--- config.mk ---
export PLATFORM = sky130hd
export DESIGN_NAME = mmio_timer
export DESIGN_NICKNAME = d
export VERILOG_FILES = /design/src/rtl/mmio_timer.sv
export SDC_FILE = /design/constraint.sdc
export NUM_CORES = 1
export LEC_CHECK = 0
export CORE_ASPECT_RATIO = 1.2
export CORE_UTILIZATION = 53
export DETAILED_ROUTE_END_ITERATION = 10
export PLACE_DENSITY = 0.8
export SYNTH_ARGS = -nofsm -noshare
export SYNTH_HDL_FRONTEND = slang
export SYNTH_SLANG_ARGS = --single-unit
--- constraint.sdc ---
create_clock -name clk -period 3.9 [get_ports clk]
set_input_delay 1.17 -clock clk [delete_from_list [all_inputs] [get_ports clk]]
set_output_delay 1.17 -clock clk [all_outputs]
set_load 0.02 [all_outputs]
--- src/rtl/mmio_timer.sv ---
// mmio_timer: bus-mapped prescaled down-counter (one-shot / auto-reload), sticky expiry flag, level irq.
// Define TIMER_CAPTURE_EN to build the cap_in synchronizer and the CAPTURE register.

module mmio_timer #(
   parameter logic [15:0] BASE_ADDR = 16'hFF10,
   parameter int unsigned PRESCALE  = 4
) (
   input  logic        clk,
   input  logic        reset,
   input  logic [15:0] addr,
   input  logic [15:0] din,
   input  logic        we,
   output logic [15:0] dout,
   output logic        sel,
   output logic        irq,
   input  logic        cap_in
);

   localparam int unsigned DW = 16;
   localparam int unsigned AW = 3;
   localparam logic [DW-1:0] PRESC_MAX = DW'(PRESCALE - 1);

   localparam logic [AW-1:0] REG_CTRL    = AW'(0);
   localparam logic [AW-1:0] REG_LOAD    = AW'(1);
   localparam logic [AW-1:0] REG_COUNT   = AW'(2);
   localparam logic [AW-1:0] REG_STATUS  = AW'(3);
   localparam logic [AW-1:0] REG_CAPTURE = AW'(4);

   typedef struct packed {
      logic irq_en;
      logic auto_reload;
      logic enable;
   } ctrl_t;

   ctrl_t         ctrl_q, ctrl_d;
   logic [DW-1:0] load_q, load_d;
   logic [DW-1:0] count_q, count_d;
   logic [DW-1:0] presc_q, presc_d;
   logic          expired_q, expired_d;

   logic          wr_c;
   logic          wr_ctrl_c, wr_load_c, wr_count_c, wr_status_c;
   logic          tick_c, tick_eff_c, expire_c;
   logic [DW-1:0] capture_rd_c;
   logic          captured_rd_c;

   assign sel = (addr[DW-1:AW] == BASE_ADDR[DW-1:AW]);

   // Bus write strobes, one per writable register
   always_comb begin
      wr_c        = we & sel;
      wr_ctrl_c   = wr_c & (addr[AW-1:0] == REG_CTRL);
      wr_load_c   = wr_c & (addr[AW-1:0] == REG_LOAD);
      wr_count_c  = wr_c & (addr[AW-1:0] == REG_COUNT);
      wr_status_c = wr_c & (addr[AW-1:0] == REG_STATUS);
   end

   // Prescaler, counter and status next-state; bus writes are applied last so they win
   always_comb begin
      ctrl_d     = ctrl_q;
      load_d     = load_q;
      count_d    = count_q;
      presc_d    = presc_q;
      expired_d  = expired_q;
      expire_c   = 1'b0;

      tick_c     = ctrl_q.enable & (presc_q == PRESC_MAX);
      // a CTRL write that clears enable suppresses this cycle's tick
      tick_eff_c = tick_c & ~(wr_ctrl_c & ~din[0]);

      if (ctrl_q.enable) begin
         presc_d = tick_c ? '0 : presc_q + DW'(1);
      end

      if (tick_eff_c) begin
         if (count_q != '0) begin
            count_d = count_q - DW'(1);
         end else begin
            expire_c = 1'b1;
            if (ctrl_q.auto_reload) begin
               count_d = load_q;
            end else begin
               ctrl_d.enable = 1'b0;
            end
         end
      end

      if (wr_ctrl_c) begin
         ctrl_d = ctrl_t'(din[2:0]);
         if (!ctrl_q.enable && din[0]) begin
            presc_d = '0;
         end
      end
      if (wr_load_c) begin
         load_d = din;
      end
      if (wr_count_c) begin
         count_d = din;
      end
      if (wr_status_c && din[0]) begin
         expired_d = 1'b0;
      end
      if (expire_c) begin
         expired_d = 1'b1;
      end
   end

   always_ff @(posedge clk or negedge reset) begin
      if (!reset) begin
         ctrl_q    <= '0;
         load_q    <= '0;
         count_q   <= '0;
         presc_q   <= '0;
         expired_q <= 1'b0;
      end else begin
         ctrl_q    <= ctrl_d;
         load_q    <= load_d;
         count_q   <= count_d;
         presc_q   <= presc_d;
         expired_q <= expired_d;
      end
   end

`ifdef TIMER_CAPTURE_EN
   logic          cap_meta_q, cap_meta_d;
   logic          cap_sync_q, cap_sync_d;
   logic          cap_prev_q, cap_prev_d;
   logic          cap_pulse_q, cap_pulse_d;
   logic          captured_q, captured_d;
   logic [DW-1:0] capture_q, capture_d;

   // Two-flop synchronizer, registered rising-edge pulse, then latch the pre-tick count
   always_comb begin
      cap_meta_d  = cap_in;
      cap_sync_d  = cap_meta_q;
      cap_prev_d  = cap_sync_q;
      cap_pulse_d = cap_sync_q & ~cap_prev_q;
      capture_d   = capture_q;
      captured_d  = captured_q;
      if (wr_status_c && din[1]) begin
         captured_d = 1'b0;
      end
      if (cap_pulse_q) begin
         capture_d  = count_q;
         captured_d = 1'b1;
      end
   end

   always_ff @(posedge clk or negedge reset) begin
      if (!reset) begin
         cap_meta_q  <= 1'b0;
         cap_sync_q  <= 1'b0;
         cap_prev_q  <= 1'b0;
         cap_pulse_q <= 1'b0;
         captured_q  <= 1'b0;
         capture_q   <= '0;
      end else begin
         cap_meta_q  <= cap_meta_d;
         cap_sync_q  <= cap_sync_d;
         cap_prev_q  <= cap_prev_d;
         cap_pulse_q <= cap_pulse_d;
         captured_q  <= captured_d;
         capture_q   <= capture_d;
      end
   end

   assign capture_rd_c  = capture_q;
   assign captured_rd_c = captured_q;
`else
   logic unused_cap_in;

   assign unused_cap_in = cap_in;
   assign capture_rd_c  = '0;
   assign captured_rd_c = 1'b0;
`endif

   // Zero-latency read mux
   always_comb begin
      dout = '0;
      if (sel) begin
         case (addr[AW-1:0])
            REG_CTRL:    dout = DW'(ctrl_q);
            REG_LOAD:    dout = load_q;
            REG_COUNT:   dout = count_q;
            REG_STATUS:  dout = DW'({captured_rd_c, expired_q});
            REG_CAPTURE: dout = capture_rd_c;
            default:     dout = '0;
         endcase
      end
   end

   assign irq = expired_q & ctrl_q.irq_en;

endmodule

=== Yosys cells after proc, flatten, opt, wreduce, memory -nomap -nowiden ===
Index checks and enable logic that the tools add are counted.

* Equality and inequality tests: 7
* Reduce and logical (&&, ||, !) cells: 11
* Mux-type cells: 18
* $add $sub $neg: 2
* Bitwise gates (word level): 11

{| class="wikitable"
|+ Operator list
! kind !! count
|-
| 16-bit 2-to-1 mux || 9
|-
| 16-bit one-hot mux with 4 select lines || 1
|-
| 16-bit by 1-bit adder with 16-bit output (second input constant) || 1
|-
| 16-bit by 2-bit equality test with 1-bit output (second input constant) || 1
|-
| 16-bit nonzero test || 1
|-
| 16-bit by 1-bit subtractor with 16-bit output (second input constant) || 1
|-
| 13-bit equality test (second input constant) || 1
|-
| 1-bit bitwise AND || 9
|-
| 1-bit 2-to-1 mux || 8
|-
| 3-bit by 2-bit equality test with 1-bit output (second input constant) || 2
|-
| 2-bit nonzero test || 3
|-
| 3-bit by 1-bit equality test with 1-bit output (second input constant) || 1
|-
| 3-bit zero test || 1
|-
| 3-bit AND reduction || 1
|-
| 3-bit nonzero test || 1
|-
| 1-bit logical AND || 2
|-
| 2-bit by 1-bit inequality test with 1-bit output (second input constant) || 1
|-
| 2-bit inequality test (second input constant) || 1
|-
| 1-bit NOT || 2
|-
| 2-bit AND reduction || 1
|-
| 1-bit zero test || 1
|}

* Input bits: 36
* Bits in registers: 52

=== Logic depth before layout (Yosys ltp) ===
Gate-level depths: netlist of run 1.

* Depth after elaboration: 8
* Mapped depth: 9

=== Worst setup path after synthesis of run 1 ===
Ideal clock, no wire load.

* Path type: input -> output
* Start point: in addr[1]
* End point: out dout[10]
* Arrival time: 2.558 ns
* Stages on the path: 6
* Slack: 0.172 ns
* Path through: clkbuf_1 inv_1 nor2_1 clkbuf_1 a22oi_1 nor2_1

* Longest elaborated chain between the ends: 3
* Elaborated cells between the ends (all ways): 6
* Classes of those cells: 3 x eq/ne; 2 x mux; 1 x reduce/logical

{| class="wikitable"
|+ RTL lines
! item !! RTL line !! text
|-
| from (decl) || 10 || <nowiki>input logic [15:0] addr,</nowiki>
|-
| 3-bit by 2-bit equality test with 1-bit output, or another cell as far along || 181 || <nowiki>case (addr[AW-1:0])</nowiki>
|-
| 16-bit one-hot mux with 4 select lines * || 181 ||
|-
| 16-bit 2-to-1 mux * || 180 || <nowiki>if (sel) begin</nowiki>
|-
| to (decl) || 13 || <nowiki>output logic [15:0] dout,</nowiki>
|}

Every way passes the cells marked *; elsewhere a longest branch is shown, timed or not.

=== Final worst setup path of run 1 ===
* Start point: in addr[5]
* End point: out dout[2]

* Longest elaborated chain between the ends: 2

{| class="wikitable"
|+ RTL lines
! item !! RTL line !! text
|-
| 13-bit equality test || 47 || <nowiki>assign sel = (addr[DW-1:AW] == BASE_ADDR[DW-1:AW]);</nowiki>
|-
| 16-bit 2-to-1 mux || 180 ||
|}

Every way passes these cells.

==> results of run 1 <==
-- cells in the final DEF (no fill, tap or decap), types with 4 or more instances in the layout --
cell type,count
nor2_1,51
a22oi_1,16
and3_1,7
buf_2,13
dfrtp_1,52
clkdlybuf4s50_1,20
mux2_2,17
xor2_1,11
nand2_1,21
nor2b_1,4
a221o_1,9
clkbuf_8,5
nor4_1,8
inv_1,12
a21oi_1,10
a211oi_1,11
dlygate4sd2_1,12
xnor2_1,15
nand4_1,7
nand3_1,9
nor3_1,5
buf_4,32
-- worst max-delay path, cell delays in order --
cell           delay (ns)
dlygate4sd2_1        0.24
nand4bb_4            0.27
buf_4                0.17
or4b_4               0.54
nor2_1               0.13
buf_2                0.17
-- flip-flops by register name, summed over array words and instances (netlist names) --
name	count
count_q	16
ctrl_q	3
presc_q	16
load_q	16
expired_q	1
-- power breakdown --
| part | internal (W) | switching [W] | total [W] |
|---|---|---|---|
| Sequential | 0.000539 | 0.000000319 | 0.000539 |
| Clock | 0.000123 | 0.000170 | 0.000293 |
| Combinational | 0.0000425 | 0.0000411 | 0.0000836 |
-- final cells by class --
cell class / count / share of cell area
clock buffer: 6 / 0.0181
clock inverter: 1 / 0.00125
inverter: 12 / 0.0112
multi-input combinational: 256 / 0.451
sequential: 52 / 0.324
tap: 80 / 0.0250
timing repair buffer: 83 / 0.169
-- layer usage --
metal / vias up / track usage / share of wire
met5: - / 0 / 0
met4: 0 / 0.103 / 0.026
met3: 20 / 0.0430 / 0.047
met2: 115 / 0.545 / 0.53
met1: 1461 / 0.359 / 0.40
li1: 1383 / - / -
-- per-stage QoR --
stage,std cells,area (um2),setup TNS [ns]
after global routing,490,4010,-0.00705
after global placement,472,3860,-7.98
after CTS,488,3980,0
after floorplan,336,3180,0
after detailed placement,472,3860,-8.31
final,490,4010,0
-- cell families (layout without fill, tap and decap cells) --
group	count (synthesis)	count (layout)	share of synthesized area
and+or+nand+nor	139	141	0.231
AOI/OAI and AO/OA	65	65	0.155
DFF	52	52	0.409
buffers and inverters	30	102	0.0441
xor gates and xnor gates	26	26	0.0716
muxes	21	21	0.0767
adders and majority gates	3	3	0.0118
-- worst max-delay path by stage --
| stage | from | slack [ns] | endpoint |
|---|---|---|---|
| 3_3_place_gp | addr[7] | -0.52 | dout[6] |
| 6_report | addr[5] | 0.03 | dout[2] |
| 4_1_cts | addr[2] | 0.005 | dout[14] |
| 3_5_place_dp | addr[4] | -0.54 | dout[6] |
| 5_1_grt | addr[11] | -0.005 | dout[13] |
| 2_1_floorplan | addr[1] | 0.17 | dout[10] |
-- repair_timing --
action	in CTS	in global routing
pin swaps	7	5
endpoints found under the hold margin	0	0
resized for setup	93	6
setup buffers	8	3
setup endpoints to repair	17	11
gates cloned	2	0
-- synth_stat cells, types with 4 or more instances --
library cell	count	area [um2]
a211oi_1	11	82.6
a21oi_1	10	50.1
a221o_1	9	90.1
a22oi_1	16	120
and3_1	7	43.8
clkbuf_1	10	37.5
dfrtp_1	52	1300
inv_1	12	45.0
mux2_2	17	191
nand2_1	21	78.8
nand3_1	9	45.0
nand4_1	7	43.8
nor2_1	55	206
nor2b_1	4	25.0
nor3_1	5	25.0
nor4_1	8	50.1
xnor2_1	15	131
xor2_1	11	96.3
==> flow_metrics.env, run 1 <==
export IMPL_ff2ff_setup_slack_ns=1.30
export IMPL_fin_hold_ws_ns=0.544
export IMPL_fp_dieH_um=86.8
export IMPL_h_tree_depth=2
export IMPL_syn_area_mm2=0.00318
export IMPL_worst_slack_ns=0.0332
export IMPL_required_ns=2.73
export IMPL_fmax_ghz=0.259
export IMPL_r2r_end="count_q[1]"
export IMPL_clk_latency_ns=0.30
export IMPL_ant_nets=0
export IMPL_hold_depth=1
export IMPL_endpoint_kind="output pin"
export IMPL_fin_skew_ns=0.00871
export IMPL_drtPass1Iterations=4
export IMPL_max_cap_violations=0
export IMPL_finalHoldViolCount=0
export IMPL_crit_fanout=4
export IMPL_routed_wl_um=8790
export IMPL_syn_area_per_cell_um2=9.46
export IMPL_power_density_mw_per_mm2=228
export IMPL_io_buffers=52
export IMPL_worst_setup_path_start_kind="input port"
export IMPL_yosysSeqAreaShare=0.409
export IMPL_finalPower_w=0.000916
export IMPL_fin_crit_ns=3.87
export IMPL_cts_tree="done"
export IMPL_die_x_um=72.7
export IMPL_grtUsageTotal=0.300
export IMPL_dp_slack_ns=-0.542
export IMPL_fillers=468
export IMPL_clock_path_buffers=2
export IMPL_syn_inst=336
export IMPL_regArea_mm2=0.00130
export IMPL_finalCritPeriodShare=0.991
export IMPL_path_clk_slew_ns=0.08
export IMPL_min_from="load_q[4]"
export IMPL_dp_hpwl_um=5860
export IMPL_cts_num_sinks=52
export IMPL_drv_slew=0
export IMPL_hold_buffers=0
export IMPL_core_area_mm2=0.00571
export IMPL_synth_edf_count=0
export IMPL_ys_seq_elements=52
export IMPL_final_util=0.703
export IMPL_io_pin_count=54
export IMPL_hold_class="register to register"
export IMPL_grt_max_degree=40
export IMPL_critical_path_arrival_ns=2.70
export IMPL_async_reset_ff_frac=1.00
export IMPL_post_drt_via_cell_ratio=6.08
export IMPL_die_area_mm2=0.00631
export IMPL_routabilityCongestion=0.865
export IMPL_grt_pass1_vias=2945
export IMPL_reg2reg_depth=6
export IMPL_synthToLayoutAreaGrowth_pct=26.1
export IMPL_setup_viol=0
export IMPL_drc_errors=0
export IMPL_synth_distinct_cells=56
export IMPL_ys_flop_type="dfrtp_1"
export IMPL_drive_gt1_frac=0.227
export IMPL_r2r_start="count_q[2]"
export IMPL_antenna_found_initial=0
export IMPL_global_route_overflow_total=0
export IMPL_vias=2979
export IMPL_worst_pin_slew_ns=0.907
export IMPL_core_rowCount=30
export IMPL_hold_end="load_q[4]"
export IMPL_syn_nets=375
export IMPL_yosys_warnings=0
export IMPL_grt_pass1_wl_um=14500
export IMPL_vdd_drop_max_uv=218
export IMPL_avgRoutedWirePerCell_um=17.9
export IMPL_multiInputGateArea_mm2=0.00181
export IMPL_diodes=0
export IMPL_numCtsBuffers=5
export IMPL_initial_core_util=0.557
export IMPL_outcome="finished, final reports clean"
export IMPL_drt_iter0_drc=221
export IMPL_maxSlewHeadroom=0.395
export IMPL_critPathKind="input port to output pin"
export IMPL_cts_root_buf="clkbuf_8"
export IMPL_nNetsFinal=449
export IMPL_total_leakage_power_nw=1.80
No activity file was read; power rests on OpenSTA's default activity.
==> inputs of run 2 (changes only) <==
--- a/config.mk
+++ b/config.mk
@@ -12,3 +12,4 @@
 export SYNTH_ARGS = -nofsm -noshare
 export SYNTH_HDL_FRONTEND = slang
 export SYNTH_SLANG_ARGS = --single-unit
+export TNS_END_PERCENT = 5
==> results of run 2 <==
The final DEF is identical to that of run 1; final timing and power are the same.
